### src/rtl/lvmb_adc_reader.sv
// Serial master for the seven LVMB ADCs: sends a control byte and reads back a 12-bit result.
// Optional macro LVMB_ADC_SCAN_EN enables an eight-channel scan per request.
module lvmb_adc_reader #(
  parameter int CLK_DIV   = 4,
  parameter int CONV_WAIT = 64
) (
  input  logic        clk,
  input  logic        rstn,
  input  logic        start,
  input  logic [2:0]  adc_sel,
  input  logic [2:0]  chan,
  input  logic        rng,
  input  logic        bip,
  input  logic        scan,
  output logic        busy,
  output logic        done,
  output logic        err,
  output logic [11:0] data,
  output logic [2:0]  chan_out,
  output logic [6:0]  adc_ce,
  output logic        adc_sclk,
  output logic        adc_sdi,
  input  logic        adc_sdo
);

  typedef enum logic [2:0] {
    IDLE, CS_SETUP, SHIFT_CTRL, CONV, SHIFT_DATA, CS_HOLD, DONE
  } state_t;

  localparam logic [15:0] DIV     = 16'(CLK_DIV);
  localparam logic [15:0] HALF_M1 = 16'(CLK_DIV - 1);
  localparam logic [15:0] PER_M1  = 16'(2 * CLK_DIV - 1);
  localparam logic [15:0] CONV_M1 = 16'(CONV_WAIT - 1);

  state_t      state;
  logic [15:0] cnt;
  logic [3:0]  bit_cnt;
  logic [2:0]  sel_r;
  logic [2:0]  chan_r;
  logic        rng_r;
  logic        bip_r;
  logic        scan_r;
  logic [7:0]  ctrl_sh;
  logic [11:0] rx_sh;
  logic [7:0]  ctrl_word;

  function automatic logic [6:0] ce_for(input logic [2:0] s);
    logic [6:0] one;
    one    = 7'd1;
    ce_for = ~(one << s);
  endfunction

  function automatic logic [7:0] ctrl_byte(input logic [2:0] c, input logic r, input logic b);
    ctrl_byte = {1'b1, c, r, b, 1'b0, 1'b1};
  endfunction

  assign ctrl_word = ctrl_byte(chan_r, rng_r, bip_r);

`ifndef LVMB_ADC_SCAN_EN
  logic unused_scan;
  assign unused_scan = scan;
`endif

  // Transaction sequencer; every pin and status output is registered here.
  always_ff @(posedge clk) begin
    if (!rstn) begin
      state    <= IDLE;
      cnt      <= 16'd0;
      bit_cnt  <= 4'd0;
      sel_r    <= 3'd0;
      chan_r   <= 3'd0;
      rng_r    <= 1'b0;
      bip_r    <= 1'b0;
      scan_r   <= 1'b0;
      ctrl_sh  <= 8'd0;
      rx_sh    <= 12'd0;
      busy     <= 1'b0;
      done     <= 1'b0;
      err      <= 1'b0;
      data     <= 12'd0;
      chan_out <= 3'd0;
      adc_ce   <= 7'h7F;
      adc_sclk <= 1'b0;
      adc_sdi  <= 1'b0;
    end else begin
      done <= 1'b0;
      err  <= 1'b0;
      case (state)
        IDLE: begin
          if (start) begin
            sel_r <= adc_sel;
            rng_r <= rng;
            bip_r <= bip;
`ifdef LVMB_ADC_SCAN_EN
            scan_r <= scan;
            chan_r <= scan ? 3'd0 : chan;
`else
            scan_r <= 1'b0;
            chan_r <= chan;
`endif
            cnt <= 16'd0;
            if (adc_sel == 3'd7) begin
              done  <= 1'b1;
              err   <= 1'b1;
              state <= DONE;
            end else begin
              adc_ce <= ce_for(adc_sel);
              busy   <= 1'b1;
              state  <= CS_SETUP;
            end
          end
        end
        CS_SETUP: begin
          if (cnt == HALF_M1) begin
            cnt     <= 16'd0;
            bit_cnt <= 4'd0;
            adc_sdi <= ctrl_word[7];
            ctrl_sh <= {ctrl_word[6:0], 1'b0};
            state   <= SHIFT_CTRL;
          end else begin
            cnt <= cnt + 16'd1;
          end
        end
        SHIFT_CTRL: begin
          if (cnt == HALF_M1) adc_sclk <= 1'b1;
          if (cnt == PER_M1) begin
            adc_sclk <= 1'b0;
            cnt      <= 16'd0;
            if (bit_cnt == 4'd7) begin
              adc_sdi <= 1'b0;
              state   <= CONV;
            end else begin
              bit_cnt <= bit_cnt + 4'd1;
              adc_sdi <= ctrl_sh[7];
              ctrl_sh <= {ctrl_sh[6:0], 1'b0};
            end
          end else begin
            cnt <= cnt + 16'd1;
          end
        end
        CONV: begin
          if (cnt == CONV_M1) begin
            cnt     <= 16'd0;
            bit_cnt <= 4'd0;
            state   <= SHIFT_DATA;
          end else begin
            cnt <= cnt + 16'd1;
          end
        end
        SHIFT_DATA: begin
          if (cnt == HALF_M1) adc_sclk <= 1'b1;
          if (cnt == PER_M1) begin
            adc_sclk <= 1'b0;
            cnt      <= 16'd0;
            if (bit_cnt < 4'd12) rx_sh <= {rx_sh[10:0], adc_sdo};
            if (bit_cnt == 4'd15) state <= CS_HOLD;
            else bit_cnt <= bit_cnt + 4'd1;
          end else begin
            cnt <= cnt + 16'd1;
          end
        end
        CS_HOLD: begin
          // First cycle lets SCLK settle low so CE never moves under a high clock.
          adc_ce <= 7'h7F;
          if (cnt == DIV) begin
            done     <= 1'b1;
            data     <= rx_sh;
            chan_out <= chan_r;
            state    <= DONE;
          end else begin
            cnt <= cnt + 16'd1;
          end
        end
        DONE: begin
          cnt <= 16'd0;
          if (scan_r && (chan_r != 3'd7) && (sel_r != 3'd7)) begin
            chan_r <= chan_r + 3'd1;
            adc_ce <= ce_for(sel_r);
            state  <= CS_SETUP;
          end else begin
            busy  <= 1'b0;
            state <= IDLE;
          end
        end
        default: begin
          state <= IDLE;
        end
      endcase
    end
  end

endmodule

### config.mk
export PLATFORM = sky130hd
export DESIGN_NAME = lvmb_adc_reader
export DESIGN_NICKNAME = d
export VERILOG_FILES = /design/src/rtl/lvmb_adc_reader.sv
export SDC_FILE = /design/constraint.sdc
export NUM_CORES = 1
export LEC_CHECK = 0
export CORE_MARGIN = 3
export CORE_UTILIZATION = 37
export CTS_CLUSTER_DIAMETER = 40
export DETAILED_ROUTE_END_ITERATION = 8
export SLEW_MARGIN = 10
export SYNTH_ARGS = -nofsm -noshare
export SYNTH_HDL_FRONTEND = slang
export SYNTH_SLANG_ARGS = --single-unit
### constraint.sdc
create_clock -name clk -period 3.8 [get_ports clk]
set_input_delay 0.76 -clock clk [delete_from_list [all_inputs] [get_ports clk]]
set_output_delay 0.76 -clock clk [all_outputs]
set_load 0.03 [all_outputs]
==> results.txt, run 1 <==
Synthesized area per cell: 8.63 sq um
Synth unique cells: 59
Final period utilization: 68.4%
Net Sw Frac: 32.3%
Power density over the cells: 465 nW/um^2
CP max FO: 14
Part of the power in registers: 43.4%
Post-CTS Setup Repair Bufs: 0
Final ANT Viol Nets: 0
Cells after synthesis: 420
Die width: 105 microns
CP Data Arrival Time: 2810 ps
Post-synthesis sequential area ratio: 40.9%
CTS clock-pin slew for the worst setup and hold paths: 80 ps
Worst-Skew Late Latency: 360 ps
Layout Skew: 10.9 ps
Post-CTS resize count: 0
Met2 WL: 3.62 mm
Met1 wire length: 3.95 mm
Area contributors post-synth: dfxtp_1, nand2_1, mux2i_1, nand3_1, a21boi_0
Clk pwr share: 34.0%
Tot Pwr: 2.00 mW
Starting density of the core: 38.7%
Max Cap Viol: 0
H-tree Lvls: 3
Starting DRT DRC Count: 115
# clock sinks: 74
Crit. End Element: register
Critical Path End: adc_ce[5]
Hold Path Stages: 2
First-pass GRT wire length: 13.9 mm
Unrepaired setup endpoints after global routing: no
Fin. Hold Viols: 0
Min-Delay Path Class: register to register
TritonCTS clock tree: built
Post-synth EDFFs: 0
Final WL: 7.97 mm
P_int: 1.35 mW
Asr flop ratio synth: 0%
Worst Path Required: 4010 ps
Vias in the first global route: 2947
DRC: 0
Fin crit period: 2600 ps
Pin count of the biggest net entering global routing: 42
DR top layer: met4
# setup viols final: 0
Combinational power share: 22.6%
R2R Path Start: state[1]
Setup tns final: 0 ps
IR drop worst, VDD: 182 uV
Synthesis-stage register bit count: 74
Pleak: 1.63 nW
Most used DFF post-synth: dfxtp_1
Post-synth top area share: 40.9%
CP startpoint kind: input pin
R2R Setup Slk: 1220 ps
Psw: 645 uW
Die area: 11000 sq um
Rel. slew slack: 37.6%
Slew Viols, Final: 0
Gpl congestion: 0.802
Antenna violations before repair: 0
P&R area growth vs syn: 18.4%
Cell taking the most area after synthesis: dfxtp_1
Worst R2R Path Depth: 5
Peak Freq: 385 MHz
Met3 WL: 282 microns
Slew of the pin with the lowest slew margin: 936 ps
Synth warnings: 0
Total GRT Usage: 15.1%
Reg2reg end: bit_cnt[2]
Max clock buf depth: 2
CTS Root Cell: clkbuf_8
Crit path launch: start
Num CTS Buffers: 9
GR Overflow Total: 0
Netlist Area Pre-Place: 3620 sq um
IO buf count: 38
Cts hold-fix bufs: 0
Crit Path Class: input pin to register
DP Wirelength: 5.46 mm
Io pins: 40
Core Area: 9370 sq um
Top cells by count, synth: dfxtp_1, nand2_1, nand3_1, nor2_1, nor2b_1
Routed len/inst: 13.7 microns
Outcome: completed
Row count: 35
Via/cell ratio: 5.36
Layout cell share with drive strength beyond 1: 6.87%
Via count: 3111
Pre-antenna DRT Iters: 5
Ant diodes: 0
Layout Nets: 462
Most frequent cell after synthesis: dfxtp_1
Total nets after synthesis: 436
Die Y: 105 microns
power groups by stage:
stage          Clock [mW]  Combinational [mW]  Sequential [mW]
6_report            0.679               0.450            0.867
5_1_grt             0.733               0.505            0.876
4_1_cts             0.700               0.453            0.866
3_5_place_dp            0               0.452            0.885
3_3_place_gp            0               0.446            0.884
2_1_floorplan           0               0.370            0.857
per-layer routing:
layer	GRT usage [%]	vias to the layer above
met3	4.14	8
met4	5.25	0
met1	19.1	1483
met5	0	-
li1	-	1580
met2	24.6	40
worst min-delay path by stage:
stage / startpoint / end
floorplan: ctrl_sh[1] / ctrl_sh[1]
global placement: chan_out[0] / chan_out[0]
detailed placement: data[1] / data[1]
CTS: data[1] / data[1]
global route: data[1] / data[1]
finish: chan_out[1] / chan_out[1]
placed cells by master (no fill, tap or decap), types with 5 or more instances in the layout:
master,netlist,layout
o21ai_0,14,14
nand4_1,10,10
a21oi_1,9,9
mux2i_1,20,20
or3_1,7,7
dfxtp_1,74,74
a21boi_0,18,18
nor2b_1,21,21
clkbuf_8,0,9
nand3_1,28,28
o211a_1,8,8
xor2_1,5,5
and3_1,6,6
nand2_1,69,69
nor2_1,21,21
o211ai_1,7,7
and2_1,6,6
clkdlybuf4s50_1,0,37
flip-flops by register name, summed over array words and instances (netlist names), 3 cells and up:
signal	count
data	12
chan_r	3
chan_out	3
state	3
cnt	16
ctrl_sh	7
bit_cnt	4
adc_ce	7
rx_sh	12
final cells by class:
type,count,area [sq um]
inverter,4,15.0
tap,129,161
clock buffer,10,128
clock inverter,6,88.8
sequential,74,1480
multi-input combinational,318,2030
timing repair buffer,39,383
fill,970,5080
per-stage QoR:
| stage | hold WS (ps) | instances | area, sq um | utilization (%) | setup slack [ps] |
|---|---|---|---|---|---|
| after floorplan | 441 | 420 | 3620 | - | 1600 |
| after global placement | 451 | 564 | 4070 | 43.5 | 875 |
| after detailed placement | 453 | 564 | 4070 | 43.5 | 841 |
| after CTS | 465 | 580 | 4290 | 45.8 | 1210 |
| after global routing | 481 | 580 | 4290 | 45.8 | 1010 |
| final | 461 | 580 | 4290 | 45.8 | 1200 |
critical path, stage by stage:
cell and delay [ps]:
clkdlybuf4s50_1 510, or4b_2 780, o21ai_2 440, nand4_1 150
o21ai_0 100, nand2_1 70
cells by family (layout without fill, tap and decap cells):
logic type	Yosys count	after routing	share of synthesized area, %
AO/OA/AOI/OAI	86	86	17.7
XOR/XNOR	5	5	1.21
adder cells (fa/ha/maj)	3	3	1.04
buffers and inverters	28	59	3.04
flip-flops	74	74	40.9
multiplexers	20	20	5.52
AND/OR/NAND/NOR	204	204	30.6
(Power assumes the default switching activity.)
==> run 2, diff against run 1 <==
==> constraint.sdc (replaced) <==
create_clock -name clk -period 2.2 [get_ports clk]
set_input_delay 0.44 -clock clk [delete_from_list [all_inputs] [get_ports clk]]
set_output_delay 0.44 -clock clk [all_outputs]
set_load 0.03 [all_outputs]
==> run 2 against run 1 <==
Against the previous run: cell count rose by 9.1%; register-to-register slack got worse by 1100 ps; design area rose by 9.7%; critical path depth did not move; utilization rose by 4.4 points; clock skew fell by 1.5 ps; sequential power rose by 68%; worst hold slack barely moved; sequential share of layout area fell by 3.0 points; critical path type is now register to register; critical endpoint is now bit_cnt[2].
==> results.txt, run 2 (synthesis results as in run 1) <==
Layout Skew: 9.40 ps (was 10.9 ps)
Outcome: completed (unchanged)
Register Area: 1480 sq um (about the same)
Starting density of the core: 38.7% (unchanged)
Pleak: 1.90 nW (was 1.63 nW)
Final core occ: 50.2% (was 45.8%)
Power density over the cells: 765 nW/um^2 (was 465 nW/um^2)
First-pass GRT wire length: 14.4 mm (was 13.9 mm)
Cell breakdown of the critical path: nor4_4 -> buf_4 -> nand3_1 -> o21a_1 -> or4_1 -> a32o_1 (was clkdlybuf4s50_1 -> or4b_2 -> o21ai_2 -> nand4_1 -> o21ai_0 -> nand2_1)
Biggest register: cnt (unchanged)
IR drop worst, VDD: 278 uV (was 182 uV)
Hold Worst Slack: 460 ps (was 461 ps)
Gpl congestion: 0.790 (was 0.802)
Dpl cell area: 4480 sq um (was 4070 sq um)
# clock sinks: 74 (unchanged)
Total GRT Usage: 15.7% (was 15.1%)
Row count: 35 (unchanged)
Die area: 11000 sq um (unchanged)
Ant diodes: 0 (unchanged)
DRC: 0 (unchanged)
Final worst slack: 86.7 ps (was 1200 ps)
Regs by FF count: cnt: 16 flops, data: 12 flops, rx_sh: 12 flops (unchanged)
Slew of the pin with the lowest slew margin: 648 ps (was 936 ps)
Max FFs per register: 16 (unchanged)
CP Data Arrival Time: 2360 ps (was 2810 ps)
Die Y: 105 microns (unchanged)
Min-Delay Path Class: register to register (unchanged)
Worst Path Required: 2440 ps (was 4010 ps)
TritonCTS clock tree: built (unchanged)
Post-Layout Inst Area: 4710 sq um (was 4290 sq um)
Cell family with most CP delay: simple AND/OR/NAND/NOR gates (unchanged)
P&R area growth vs syn: 29.9% (was 18.4%)
H-tree Lvls: 3 (unchanged)
Area of the multi-input gates: 2050 sq um (was 2030 sq um)
Routed len/inst: 13.3 microns (was 13.7 microns)
Pin count of the biggest net entering global routing: 38 (was 42)
CTS clock-pin slew for the worst setup and hold paths: 80 ps (about the same)
Via count: 3298 (was 3111)
FILL cells: 910 (was 970)
Max clock buf depth: 2 (unchanged)
IO buf count: 38 (unchanged)
Commonest non-fill, non-tap cell in the layout: dfxtp_1 (unchanged)
Vias in the first global route: 3053 (was 2947)
Placed cells: 617 (was 564)
Via/cell ratio: 5.21 (was 5.36)
Crit Path Class: register to register (was input pin to register)
# setup viols final: 0 (unchanged)
CP startpoint kind: register (was input pin)
Peak Freq: 473 MHz
Post-CTS Setup Repair Bufs: 0 (unchanged)
Antenna violations before repair: 0 (unchanged)
Most frequent cells in the layout: dfxtp_1, nand2_1, buf_4 (was dfxtp_1, nand2_1, clkdlybuf4s50_1)
GR Overflow Total: 0 (unchanged)
Final Non-Filler Cells: 633 (was 580)
DP Wirelength: 6.09 mm (was 5.46 mm)
Final WL: 8.41 mm (was 7.97 mm)
Slowest stage cell, crit path: or4_1 (was or4b_2)
Max Cap Viol: 0 (unchanged)
Worst-Skew Late Latency: 350 ps (was 360 ps)
CP max FO: 5 (was 14)
Final period utilization: 96.1%
Rel. slew slack: 56.8% (was 37.6%)
Max stage delay on crit path: 510 ps (was 780 ps)
Tot Pwr: 3.60 mW (was 2.00 mW)
Pre-antenna DRT Iters: 4 (was 5)
CTS Root Cell: clkbuf_8 (unchanged)
Crit path buf inv count: 1 (unchanged)
Unrepaired setup endpoints after global routing: yes (was no)
Final ANT Viol Nets: 0 (unchanged)
Crit. End Element: register (unchanged)
Pre-CTS WS: -64.4 ps (was 841 ps)
Slew Viols, Final: 0 (unchanged)
Layout Nets: 515 (was 462)
Starting DRT DRC Count: 144 (was 115)
Fin crit period: 2110 ps
Layout cell share with drive strength beyond 1: 17.7% (was 6.87%)
Num CTS Buffers: 9 (unchanged)
Fin. Hold Viols: 0 (unchanged)
Core Area: 9370 sq um (unchanged)
Die width: 105 microns (unchanged)
Setup tns final: 0 ps (unchanged)
Io pins: 40 (unchanged)
[run 2: layout make-up]
| type | count | area share, % |
|---|---|---|
| timing repair buffer | 92 | 16.9 |
| clock buffer | 11 | 3.00 |
| inverter | 4 | 0.319 |
| tap | 129 | 3.43 |
| multi-input combinational | 318 | 43.5 |
| sequential | 74 | 31.5 |
| clock inverter | 5 | 1.33 |
[run 2: timing repair]
item,4_1_cts,5_1_grt
pin swaps,0,2
endpoints found under the setup margin,2,9
hold buffers,0,0
gates resized for setup,1,4
gates cloned,0,0
[run 2: final timing paths]
path                                  start           to  slack [ps]  cells after the start
worst max-delay path                cnt[12]   bit_cnt[2]          90                      6
worst min-delay path            chan_out[1]  chan_out[1]         460                      2
worst max register to register      cnt[12]   bit_cnt[2]          90                      6
worst min register to register  chan_out[1]  chan_out[1]         460                      2
[run 2: report_power, final]
group	total, mW	switching [mW]	internal, mW	leakage [nW]
clock network	1.09	0.526	0.561	0.0962
logic	1.05	0.571	0.482	1.21
registers	1.46	0.0666	1.39	0.599
[run 2: worst register-to-register path: cells and delay by family (launching register included)]
family          cells  cell delay, ps
compound gates      2             500
simple gates        3             970
buf+inv             1             190
flops               1             340
[run 2: metal layers]
layer / wire length (microns) / vias up / global-route usage (%) / share of wire, %
met2: 3870 / 49 / 25.2 / 46
met5: 0 / - / 0 / 0
met1: 4210 / 1554 / 21.3 / 50
li1: - / 1689 / - / -
met3: 253 / 6 / 3.40 / 3.0
met4: 72 / 0 / 4.31 / 0.86
